$ cat src/rtl/txdsp_quant_if.sv
// Sample bus for txdsp_quant: 16-bit I/Q inputs in, 12-bit DAC words out.
interface txdsp_quant_if;
  logic [15:0] in_ai;
  logic [15:0] in_aq;
  logic [15:0] in_bi;
  logic [15:0] in_bq;
  logic        in_valid;
  logic        in_last;
  logic [11:0] out_ai;
  logic [11:0] out_aq;
  logic [11:0] out_bi;
  logic [11:0] out_bq;
  logic        out_valid;
  logic        out_last;

  // Sample source / DAC sink side
  modport master (
    output in_ai, in_aq, in_bi, in_bq, in_valid, in_last,
    input  out_ai, out_aq, out_bi, out_bq, out_valid, out_last
  );

  // Conditioner side
  modport slave (
    input  in_ai, in_aq, in_bi, in_bq, in_valid, in_last,
    output out_ai, out_aq, out_bi, out_bq, out_valid, out_last
  );
endinterface

$ cat src/rtl/txdsp_quant.sv
// TX sample conditioner: IQ swap, Q negation and 12-bit quantisation for two
// channels, fixed 2-cycle pipeline, config changes applied at packet boundaries.
module txdsp_quant #(
  parameter int unsigned CLIP_CNT_W = 16
) (
  input  logic                  clk,
  input  logic                  reset,
  input  logic                  dspcmd_valid,
  input  logic [27:0]           dspcmd_data,
  input  logic [1:0]            dspcmd_legacy,
  txdsp_quant_if.slave          bus,
  output logic [CLIP_CNT_W-1:0] clip_cnt,
  output logic                  clip_flag
);

  // Member order matches dspcmd_data[3:0] so the command loads directly.
  typedef struct packed {
    logic       neg;
    logic       swap;
    logic [1:0] mode;
  } cfg_t;

  typedef enum logic {IDLE, BURST} state_t;

  state_t state, state_nxt;
  logic   cfg_load;
  cfg_t   shadow_cfg, active_cfg, eff_cfg;

  logic clr_clip;
  logic unused_cmd_bits;

  logic [15:0] l_ai, l_aq, l_bi, l_bq;
  logic [16:0] n_ai, n_aq, n_bi, n_bq;

  logic signed [16:0] s1_ai, s1_aq, s1_bi, s1_bq;
  logic [1:0]         s1_mode;
  logic               s1_valid, s1_last;

  logic [12:0] q_ai, q_aq, q_bi, q_bq;
  logic        out_clip;

  assign clr_clip        = dspcmd_valid & dspcmd_data[4];
  assign unused_cmd_bits = ^dspcmd_data[27:5];

  function automatic logic [12:0] sat12(input logic signed [17:0] v);
    if (v > 18'sd2047)
      return {1'b1, 12'h7FF};
    else if (v < -18'sd2048)
      return {1'b1, 12'h800};
    else
      return {1'b0, v[11:0]};
  endfunction

  // Returns {clip, word}.
  function automatic logic [12:0] quant(input logic signed [16:0] x, input logic [1:0] mode);
    logic signed [17:0] w;
    logic signed [17:0] r;
    w = {x[16], x};
    r = w + 18'sd8;
    case (mode)
      2'd0:    return {1'b0, x[15:4]};
      2'd1:    return sat12(r >>> 4);
      2'd2:    return sat12(w);
      default: return 13'd0;
    endcase
  endfunction

  // FSM state register
  always_ff @(posedge clk or posedge reset) begin
    if (reset) state <= IDLE;
    else       state <= state_nxt;
  end

  // FSM next state and config-load point
  always_comb begin
    state_nxt = state;
    cfg_load  = 1'b0;
    case (state)
      IDLE: begin
        if (bus.in_valid) begin
          if (bus.in_last) cfg_load  = 1'b1;
          else             state_nxt = BURST;
        end else begin
          cfg_load = 1'b1;
        end
      end
      BURST: begin
        if (bus.in_valid && bus.in_last) begin
          state_nxt = IDLE;
          cfg_load  = 1'b1;
        end
      end
      default: state_nxt = IDLE;
    endcase
  end

  // Shadow takes every command; active picks up the pre-edge shadow at load points
  always_ff @(posedge clk or posedge reset) begin
    if (reset) begin
      shadow_cfg <= '0;
      active_cfg <= '0;
    end else begin
      if (dspcmd_valid) shadow_cfg <= cfg_t'(dspcmd_data[3:0]);
      if (cfg_load)     active_cfg <= shadow_cfg;
    end
  end

  // Effective config plus lane swap and Q negation in 17 bits
  always_comb begin
    eff_cfg = active_cfg;
    if (dspcmd_legacy != 2'b00) begin
      eff_cfg.mode = 2'd2;
      eff_cfg.swap = 1'b0;
      eff_cfg.neg  = 1'b0;
    end
    l_ai = eff_cfg.swap ? bus.in_aq : bus.in_ai;
    l_aq = eff_cfg.swap ? bus.in_ai : bus.in_aq;
    l_bi = eff_cfg.swap ? bus.in_bq : bus.in_bi;
    l_bq = eff_cfg.swap ? bus.in_bi : bus.in_bq;
    n_ai = {l_ai[15], l_ai};
    n_bi = {l_bi[15], l_bi};
    n_aq = eff_cfg.neg ? (17'd0 - {l_aq[15], l_aq}) : {l_aq[15], l_aq};
    n_bq = eff_cfg.neg ? (17'd0 - {l_bq[15], l_bq}) : {l_bq[15], l_bq};
  end

  // Stage 1: register conditioned lanes with the mode they were accepted under
  always_ff @(posedge clk or posedge reset) begin
    if (reset) begin
      s1_valid <= 1'b0;
      s1_last  <= 1'b0;
      s1_mode  <= '0;
      s1_ai    <= '0;
      s1_aq    <= '0;
      s1_bi    <= '0;
      s1_bq    <= '0;
    end else begin
      s1_valid <= bus.in_valid;
      s1_last  <= bus.in_valid & bus.in_last;
      if (bus.in_valid) begin
        s1_mode <= eff_cfg.mode;
        s1_ai   <= n_ai;
        s1_aq   <= n_aq;
        s1_bi   <= n_bi;
        s1_bq   <= n_bq;
      end
    end
  end

  // Quantisation of the stage-1 lanes
  always_comb begin
    q_ai = quant(s1_ai, s1_mode);
    q_aq = quant(s1_aq, s1_mode);
    q_bi = quant(s1_bi, s1_mode);
    q_bq = quant(s1_bq, s1_mode);
  end

  // Stage 2: output words hold while no valid sample arrives
  always_ff @(posedge clk or posedge reset) begin
    if (reset) begin
      bus.out_valid <= 1'b0;
      bus.out_last  <= 1'b0;
      out_clip      <= 1'b0;
      bus.out_ai    <= '0;
      bus.out_aq    <= '0;
      bus.out_bi    <= '0;
      bus.out_bq    <= '0;
    end else begin
      bus.out_valid <= s1_valid;
      bus.out_last  <= s1_valid & s1_last;
      out_clip      <= s1_valid & (q_ai[12] | q_aq[12] | q_bi[12] | q_bq[12]);
      if (s1_valid) begin
        bus.out_ai <= q_ai[11:0];
        bus.out_aq <= q_aq[11:0];
        bus.out_bi <= q_bi[11:0];
        bus.out_bq <= q_bq[11:0];
      end
    end
  end

  // Clip accounting on output samples; a clear command wins over a same-cycle event
  always_ff @(posedge clk or posedge reset) begin
    if (reset) begin
      clip_cnt  <= '0;
      clip_flag <= 1'b0;
    end else if (clr_clip) begin
      clip_cnt  <= '0;
      clip_flag <= 1'b0;
    end else if (bus.out_valid && out_clip) begin
      if (clip_cnt != '1) clip_cnt <= clip_cnt + 1'b1;
      clip_flag <= 1'b1;
    end
  end

endmodule

$ cat src/flat_wrapper.sv
// flat-port wrapper written by rule: the top's interface ports become plain ports
module txdsp_quant_flat 
#(
  parameter int unsigned CLIP_CNT_W = 16
)
  (clk, reset, dspcmd_valid, dspcmd_data, dspcmd_legacy, clip_cnt, clip_flag, bus_in_ai, bus_in_aq, bus_in_bi, bus_in_bq, bus_in_valid, bus_in_last, bus_out_ai, bus_out_aq, bus_out_bi, bus_out_bq, bus_out_valid, bus_out_last);
  txdsp_quant_if bus_i ();
  input  logic clk;
  input  logic reset;
  input  logic dspcmd_valid;
  input  logic [27:0] dspcmd_data;
  input  logic [1:0] dspcmd_legacy;
  output logic [CLIP_CNT_W-1:0] clip_cnt;
  output logic clip_flag;
  input wire logic [$bits(bus_i.in_ai)-1:0] bus_in_ai;
  input wire logic [$bits(bus_i.in_aq)-1:0] bus_in_aq;
  input wire logic [$bits(bus_i.in_bi)-1:0] bus_in_bi;
  input wire logic [$bits(bus_i.in_bq)-1:0] bus_in_bq;
  input wire logic [$bits(bus_i.in_valid)-1:0] bus_in_valid;
  input wire logic [$bits(bus_i.in_last)-1:0] bus_in_last;
  output wire logic [$bits(bus_i.out_ai)-1:0] bus_out_ai;
  output wire logic [$bits(bus_i.out_aq)-1:0] bus_out_aq;
  output wire logic [$bits(bus_i.out_bi)-1:0] bus_out_bi;
  output wire logic [$bits(bus_i.out_bq)-1:0] bus_out_bq;
  output wire logic [$bits(bus_i.out_valid)-1:0] bus_out_valid;
  output wire logic [$bits(bus_i.out_last)-1:0] bus_out_last;
  assign bus_i.in_ai = bus_in_ai;
  assign bus_i.in_aq = bus_in_aq;
  assign bus_i.in_bi = bus_in_bi;
  assign bus_i.in_bq = bus_in_bq;
  assign bus_i.in_valid = bus_in_valid;
  assign bus_i.in_last = bus_in_last;
  assign bus_out_ai = bus_i.out_ai;
  assign bus_out_aq = bus_i.out_aq;
  assign bus_out_bi = bus_i.out_bi;
  assign bus_out_bq = bus_i.out_bq;
  assign bus_out_valid = bus_i.out_valid;
  assign bus_out_last = bus_i.out_last;
  txdsp_quant #(.CLIP_CNT_W(CLIP_CNT_W)) u_core (.clk(clk), .reset(reset), .dspcmd_valid(dspcmd_valid), .dspcmd_data(dspcmd_data), .dspcmd_legacy(dspcmd_legacy), .bus(bus_i), .clip_cnt(clip_cnt), .clip_flag(clip_flag));
endmodule
$ cat config.mk
export PLATFORM = sky130hd
export DESIGN_NAME = txdsp_quant_flat
export DESIGN_NICKNAME = d
export VERILOG_FILES = /design/src/rtl/txdsp_quant_if.sv /design/src/rtl/txdsp_quant.sv /design/src/flat_wrapper.sv
export SDC_FILE = /design/constraint.sdc
export NUM_CORES = 1
export LEC_CHECK = 0
export CAP_MARGIN = 0
export CORE_UTILIZATION = 54
export DETAILED_ROUTE_END_ITERATION = 8
export PLACE_DENSITY = 0.86
export SKIP_LAST_GASP = 1
export SYNTH_ARGS = -nofsm -noshare
export SYNTH_HDL_FRONTEND = slang
export SYNTH_SLANG_ARGS = --single-unit
$ cat constraint.sdc
create_clock -name clk -period 7.3 [get_ports clk]
set_input_delay 2.19 -clock clk [delete_from_list [all_inputs] [get_ports clk]]
set_output_delay 2.19 -clock clk [all_outputs]
set_load 0.02 [all_outputs]
==> results.sh, run 1 <==
export IMPL_slew_headroom=0.263
export IMPL_synth_fp_nets=1216
export IMPL_synth_edf_count=0
export IMPL_setup_worst_path_start_class="primary input"
export IMPL_hpwl_um=19200
export IMPL_die_area_um2=17800
export IMPL_nets=1310
export IMPL_leakage_nw=4.74
export IMPL_end_kind="flop"
export IMPL_drive_above_1_share=0.0756
export IMPL_grt_pass1_vias=8147
export IMPL_io_pins=166
export IMPL_coreArea_um2=16800
export IMPL_skew_ns=0.00845
export IMPL_die_height_um=134
export IMPL_ys_ff_latch=147
export IMPL_final_util=0.682
export IMPL_ys_async_sr_fraction=1.00
export IMPL_syn_avg_cell_area_um2=8.42
export IMPL_cts_tree="yes"
export IMPL_fin_crit_ns=5.08
export IMPL_synthCells=1110
export IMPL_initial_core_util=0.558
export IMPL_root_buffer="clkbuf_16"
export IMPL_crit_fanout=24
export IMPL_worst_pin_slew_ns=1.11
export IMPL_numCtsBuffers=17
export IMPL_track_usage=0.309
export IMPL_post_cts_buffers=0
export IMPL_worstHoldPathType="flop to flop"
export IMPL_clk_latency_ns=0.43
export IMPL_drc=0
export IMPL_gp_congestion=0.996
export IMPL_timing_fmax_mhz=197
export IMPL_hold_violations=0
export IMPL_die_w_um=134
export IMPL_wirelength_um=26900
export IMPL_syn_area_um2=9350
export IMPL_numPortBuffers=142
export IMPL_rsz0062_at_grt="false"
export IMPL_required_ns=7.62
export IMPL_vias=9030
export IMPL_wl_per_cell_um=18.7
export IMPL_via_per_inst=6.28
export IMPL_cts_reportedPaths_clkPinSlew_ns=0.07
export IMPL_outcome="finished clean"
export IMPL_cts_max_level=4
export IMPL_syn_to_final_growth_pct=22.2
export IMPL_irDropWorstVdd_mv=0.200
export IMPL_hold_buffers=0
export IMPL_finalMaxSlewViolations=0
export IMPL_drt_initial_drc_count=949
export IMPL_period_share=0.696
export IMPL_maxCapViolCount=0
export IMPL_rows=47
export IMPL_dr_pass1_iters=8
export IMPL_synthDistinctLibCells=63
export IMPL_cp_arrival_ns=5.40
export IMPL_diodes=0
export IMPL_finalHoldWorstSlack_ns=0.462
export IMPL_cts_resized=0
export IMPL_path_class="primary input to flop"
export IMPL_grt_max_degree=110
export IMPL_ys_warn_count=0
export IMPL_clkSinkCount=147
export IMPL_setup_violations=0
export IMPL_antenna_found_initial=0
export IMPL_power_density_nw_per_um2=248
export IMPL_grt_pass1_wl_um=43400
export IMPL_r2r_slack_ns=4.14
export IMPL_yosysSeqAreaShare=0.394
export IMPL_tns_ns=0
export IMPL_ant_nets=0
export IMPL_grt_ovfl_total=0
export IMPL_yosys_most_used_dff="dfrtp_1"
export IMPL_clock_path_buffers=2
[kinds of logic after synthesis]
group                    count (synthesis)  synth area share
XOR/XNOR                                70            0.0656
flip-flops                             147             0.394
adder cells (fa/ha/maj)                  7           0.00937
AND/OR/NAND/NOR                        436             0.215
multiplexers                            77            0.0876
AO/OA/AOI/OAI                          270             0.186
buffers and inverters                  103            0.0432
[path summary, 6_finish.rpt]
| path | endpoint | cells past startpoint | from |
|---|---|---|---|
| max in group asynchronous | u_core.bus.out_ai[0]$_DFFE_PP0P_ | 3 | reset |
| hold reg to reg | u_core.bus.out_last$_DFF_PP0_ | 1 | u_core.s1_last$_DFF_PP0_ |
| hold / removal | u_core.bus.out_last$_DFF_PP0_ | 1 | u_core.s1_last$_DFF_PP0_ |
| setup reg to reg | u_core.s1_bq[14]$_DFFE_PP0P_ | 9 | u_core.active_cfg[2]$_DFFE_PP0P_ |
| min in group asynchronous | u_core.bus.out_bq[5]$_DFFE_PP0P_ | 2 | reset |
| setup / recovery | u_core.s1_bq[14]$_DFFE_PP0P_ | 10 | dspcmd_legacy[1] |
[layer usage]
layer | vias up | track usage | wire length (um)
li1 | 4200 | - | -
met1 | 4247 | 0.467 | 11900
met2 | 534 | 0.433 | 11400
met3 | 49 | 0.0708 | 3020
met4 | 0 | 0.103 | 597
met5 | - | 0 | 0
[per-stage QoR]
stage	std cells	power, mW	area [um^2]	setup slack, ns
after floorplan	1110	1.59	9350	1.16
after global placement	1405	1.91	10800	2.01
after detailed placement	1405	1.93	10800	1.92
after CTS	1437	2.82	11400	2.30
after global routing	1437	2.96	11400	1.99
final	1437	2.83	11400	2.22
[final cells by class]
class	count	area [um^2]
multi-input cells	860	5280
fillers	1330	5340
inverters	27	106
clock buffers	17	425
flip-flops and latches	147	3680
repair buffers	151	1490
clock inverters	15	170
well taps	220	275
[flip-flops by register name, summed over array words and instances, names as in the netlist, named ones only]
name,cells
u_core.clip_flag,1
u_core.s1_valid,1
u_core.out_clip,1
u_core.s1_mode,2
u_core.bus.out_ai,12
u_core.clip_cnt,16
u_core.s1_last,1
u_core.bus.out_valid,1
u_core.s1_bi,16
u_core.bus.out_aq,12
u_core.s1_ai,16
u_core.shadow_cfg,4
u_core.s1_bq,17
u_core.bus.out_bi,12
u_core.bus.out_last,1
u_core.bus.out_bq,12
u_core.active_cfg,4
u_core.s1_aq,17
[synthesized netlist by cell type (all sizes together) (10+ instances only)]
cell | number | area share
buf | 17 | 0.0086
o21ai | 67 | 0.036
nand4 | 24 | 0.017
xor2 | 34 | 0.032
mux2 | 38 | 0.046
a21oi | 69 | 0.038
clkbuf | 59 | 0.024
nor4 | 14 | 0.0094
nor2 | 120 | 0.048
and3 | 14 | 0.0094
nand3 | 36 | 0.019
dfrtp | 147 | 0.39
a211oi | 15 | 0.012
nor3 | 36 | 0.019
a31oi | 42 | 0.028
and2 | 11 | 0.0074
mux2i | 39 | 0.042
a211o | 10 | 0.0094
xnor2 | 36 | 0.034
inv | 26 | 0.010
nand2 | 152 | 0.061
o221ai | 11 | 0.010
[report_power, final]
part	switching (mW)	internal, mW	total [mW]
Clock	0.381	0.514	0.895
Combinational	0.431	0.371	0.803
Sequential	0.186	0.949	1.13
Total	0.999	1.83	2.83
[worst max-delay path: stages]
cell             delay (ns)
clkdlybuf4s50_1        0.48
nor3b_2                0.61
buf_4                  0.41
mux2i_1                0.32
ha_1                   0.26
inv_1                  0.07
a211oi_1               0.40
a21oi_1                0.16
xor2_1                 0.20
mux2_2                 0.28
[placed cells by master (no fill, tap or decap), drive strengths merged, types with 11 or more instances in the layout]
master,instances
nand3,36
and3,14
a31oi,42
xnor2,36
mux2i,39
mux2,38
clkdlybuf4s50,141
inv,34
nand4,24
o221ai,11
clkbuf,17
nor3,36
o21ai,67
and2,11
dfrtp,147
a21oi,69
nor2,120
a211oi,15
xor2,34
nor4,14
nand2,152
Power figures use the tool's default switching activity.
==> run 2: changes to the inputs <==
- clock period: 7.3 -> 5.23 ns (I/O delays scaled with it)
==> results.sh, run 2 (synthesis results as in run 1) <==
export IMPL_outcome="finished clean"
export IMPL_cts_reportedPaths_clkPinSlew_ns=0.06
export IMPL_power_density_nw_per_um2=343
export IMPL_timing_critical_path_buf_inv=2
export IMPL_numPortBuffers=142
export IMPL_diodes=0
export IMPL_wirelength_um=27800
export IMPL_worst_pin_slew_ns=0.950
export IMPL_crit_chain="clkdlybuf4s50_1 > nor3b_2 > buf_4 > mux2i_1 > a2111oi_1 > a21oi_1 > xnor2_1 > mux2_2"
export IMPL_setup_worst_path_start_class="primary input"
export IMPL_period_share=0.759
export IMPL_hpwl_um=20000
export IMPL_fillers=1335
export IMPL_drc=0
export IMPL_grt_pass1_vias=8535
export IMPL_ant_nets=0
export IMPL_seqCellArea_um2=3680
export IMPL_slew_headroom=0.365
export IMPL_hold_buffers=0
export IMPL_largestRegisters="u_core.s1_aq x17, u_core.s1_bq x17"
export IMPL_numCtsBuffers=17
export IMPL_post_cts_buffers=0
export IMPL_multiInputGateArea_um2=5280
export IMPL_die_area_um2=17800
export IMPL_finalMaxSlewViolations=0
export IMPL_die_height_um=134
export IMPL_fin_crit_ns=3.97
export IMPL_grt_ovfl_total=0
export IMPL_initial_core_util=0.558
export IMPL_dr_pass1_iters=6
export IMPL_wl_per_cell_um=19.3
export IMPL_gp_congestion=0.985
export IMPL_root_buffer="clkbuf_16"
export IMPL_max_stage_delay_ns=0.59
export IMPL_tns_ns=0
export IMPL_drt_initial_drc_count=889
export IMPL_crit_fanout=29
export IMPL_cp_slowest_cell="a2111oi_1"
export IMPL_power_mw=3.92
export IMPL_die_w_um=134
export IMPL_worstHoldPathType="flop to flop"
export IMPL_drive_above_1_share=0.0754
export IMPL_grt_max_degree=79
export IMPL_rows=47
export IMPL_cp_arrival_ns=4.28
export IMPL_clk_latency_ns=0.43
export IMPL_vias=9203
export IMPL_syn_to_final_growth_pct=22.3
export IMPL_coreArea_um2=16800
export IMPL_timing_fmax_mhz=252
export IMPL_r2r_start="u_core.active_cfg[2]$_DFFE_PP0P_"
export IMPL_required_ns=5.54
export IMPL_cp_top_family="buffers and inverters"
export IMPL_irDropWorstVdd_mv=0.267
export IMPL_antenna_found_initial=0
export IMPL_mostFrequentLayoutCells="nand2_1 (152), dfrtp_1 (147), clkdlybuf4s50_1 (141)"
export IMPL_maxCapViolCount=0
export IMPL_rsz0062_at_grt="false"
export IMPL_via_per_inst=6.39
export IMPL_end_kind="flop"
export IMPL_pre_cts_slack_ns=0.882
export IMPL_place_area_um2=10900
export IMPL_holdCritStartpoint="u_core.s1_last$_DFF_PP0_"
export IMPL_leakage_nw=4.74
export IMPL_track_usage=0.321
export IMPL_skew_ns=0.00888
export IMPL_cts_max_level=4
export IMPL_path_class="primary input to flop"
export IMPL_timing_final_ws_setup_ns=1.26
export IMPL_hold_violations=0
export IMPL_design_area_um2=11400
export IMPL_nets=1313
export IMPL_setup_violations=0
export IMPL_io_pins=166
export IMPL_cts_resized=0
export IMPL_clock_path_buffers=2
export IMPL_layout_commonest_cell="nand2_1"
export IMPL_cts_tree="yes"
export IMPL_startpoint="dspcmd_legacy[1]"
export IMPL_final_util=0.682
export IMPL_clkSinkCount=147
export IMPL_grt_pass1_wl_um=44700
## run 2: path summary, 6_finish.rpt
check,end,slack [ns],depth (start not counted)
hold / removal,u_core.bus.out_last$_DFF_PP0_,0.48,1
min in group asynchronous,u_core.clip_cnt[14]$_DFFE_PP0P_,1.69,2
setup / recovery,u_core.s1_aq[14]$_DFFE_PP0P_,1.26,8
hold reg to reg,u_core.bus.out_last$_DFF_PP0_,0.48,1
setup reg to reg,u_core.s1_aq[14]$_DFFE_PP0P_,2.53,7
max in group asynchronous,u_core.s1_bq[2]$_DFFE_PP0P_,2.63,3
## run 2: layer usage
layer / part of all wire / global-route usage / up-vias / wire length (um)
met2: 0.44 / 0.465 / 517 / 12200
met3: 0.099 / 0.0613 / 65 / 2760
met1: 0.43 / 0.470 / 4430 / 12000
met4: 0.028 / 0.131 / 0 / 786
met5: 0 / 0 / - / 0
li1: - / - / 4191 / -
## run 2: cell type report
| type | instances | area share |
|---|---|---|
| multi-input cells | 860 | 0.462 |
| flip-flops and latches | 147 | 0.322 |
| repair buffers | 154 | 0.133 |
| clock buffers | 20 | 0.0382 |
| well taps | 220 | 0.0241 |
| clock inverters | 12 | 0.0116 |
| inverters | 27 | 0.00919 |
## run 2: worst reg2reg max path, cell delays in order, from the launching register on
cell and delay, ns:
dfrtp_1 0.37, nor3b_2 0.40, buf_4 0.40, mux2i_1 0.18, a2111oi_1 0.59, a21oi_1 0.17
xnor2_1 0.18, mux2_2 0.27
## run 2: per-stage QoR
stage,hold slack (ns),std cells
after floorplan,0.352,1110
after global placement,0.439,1408
after detailed placement,0.472,1408
after CTS,0.482,1440
after global routing,0.501,1440
final,0.479,1440
## run 2: report_power, final
group,total [mW],switching (mW),internal (mW)
combinational,1.13,0.611,0.521
clock,1.20,0.498,0.703
sequential,1.59,0.265,1.32
total,3.92,1.37,2.55
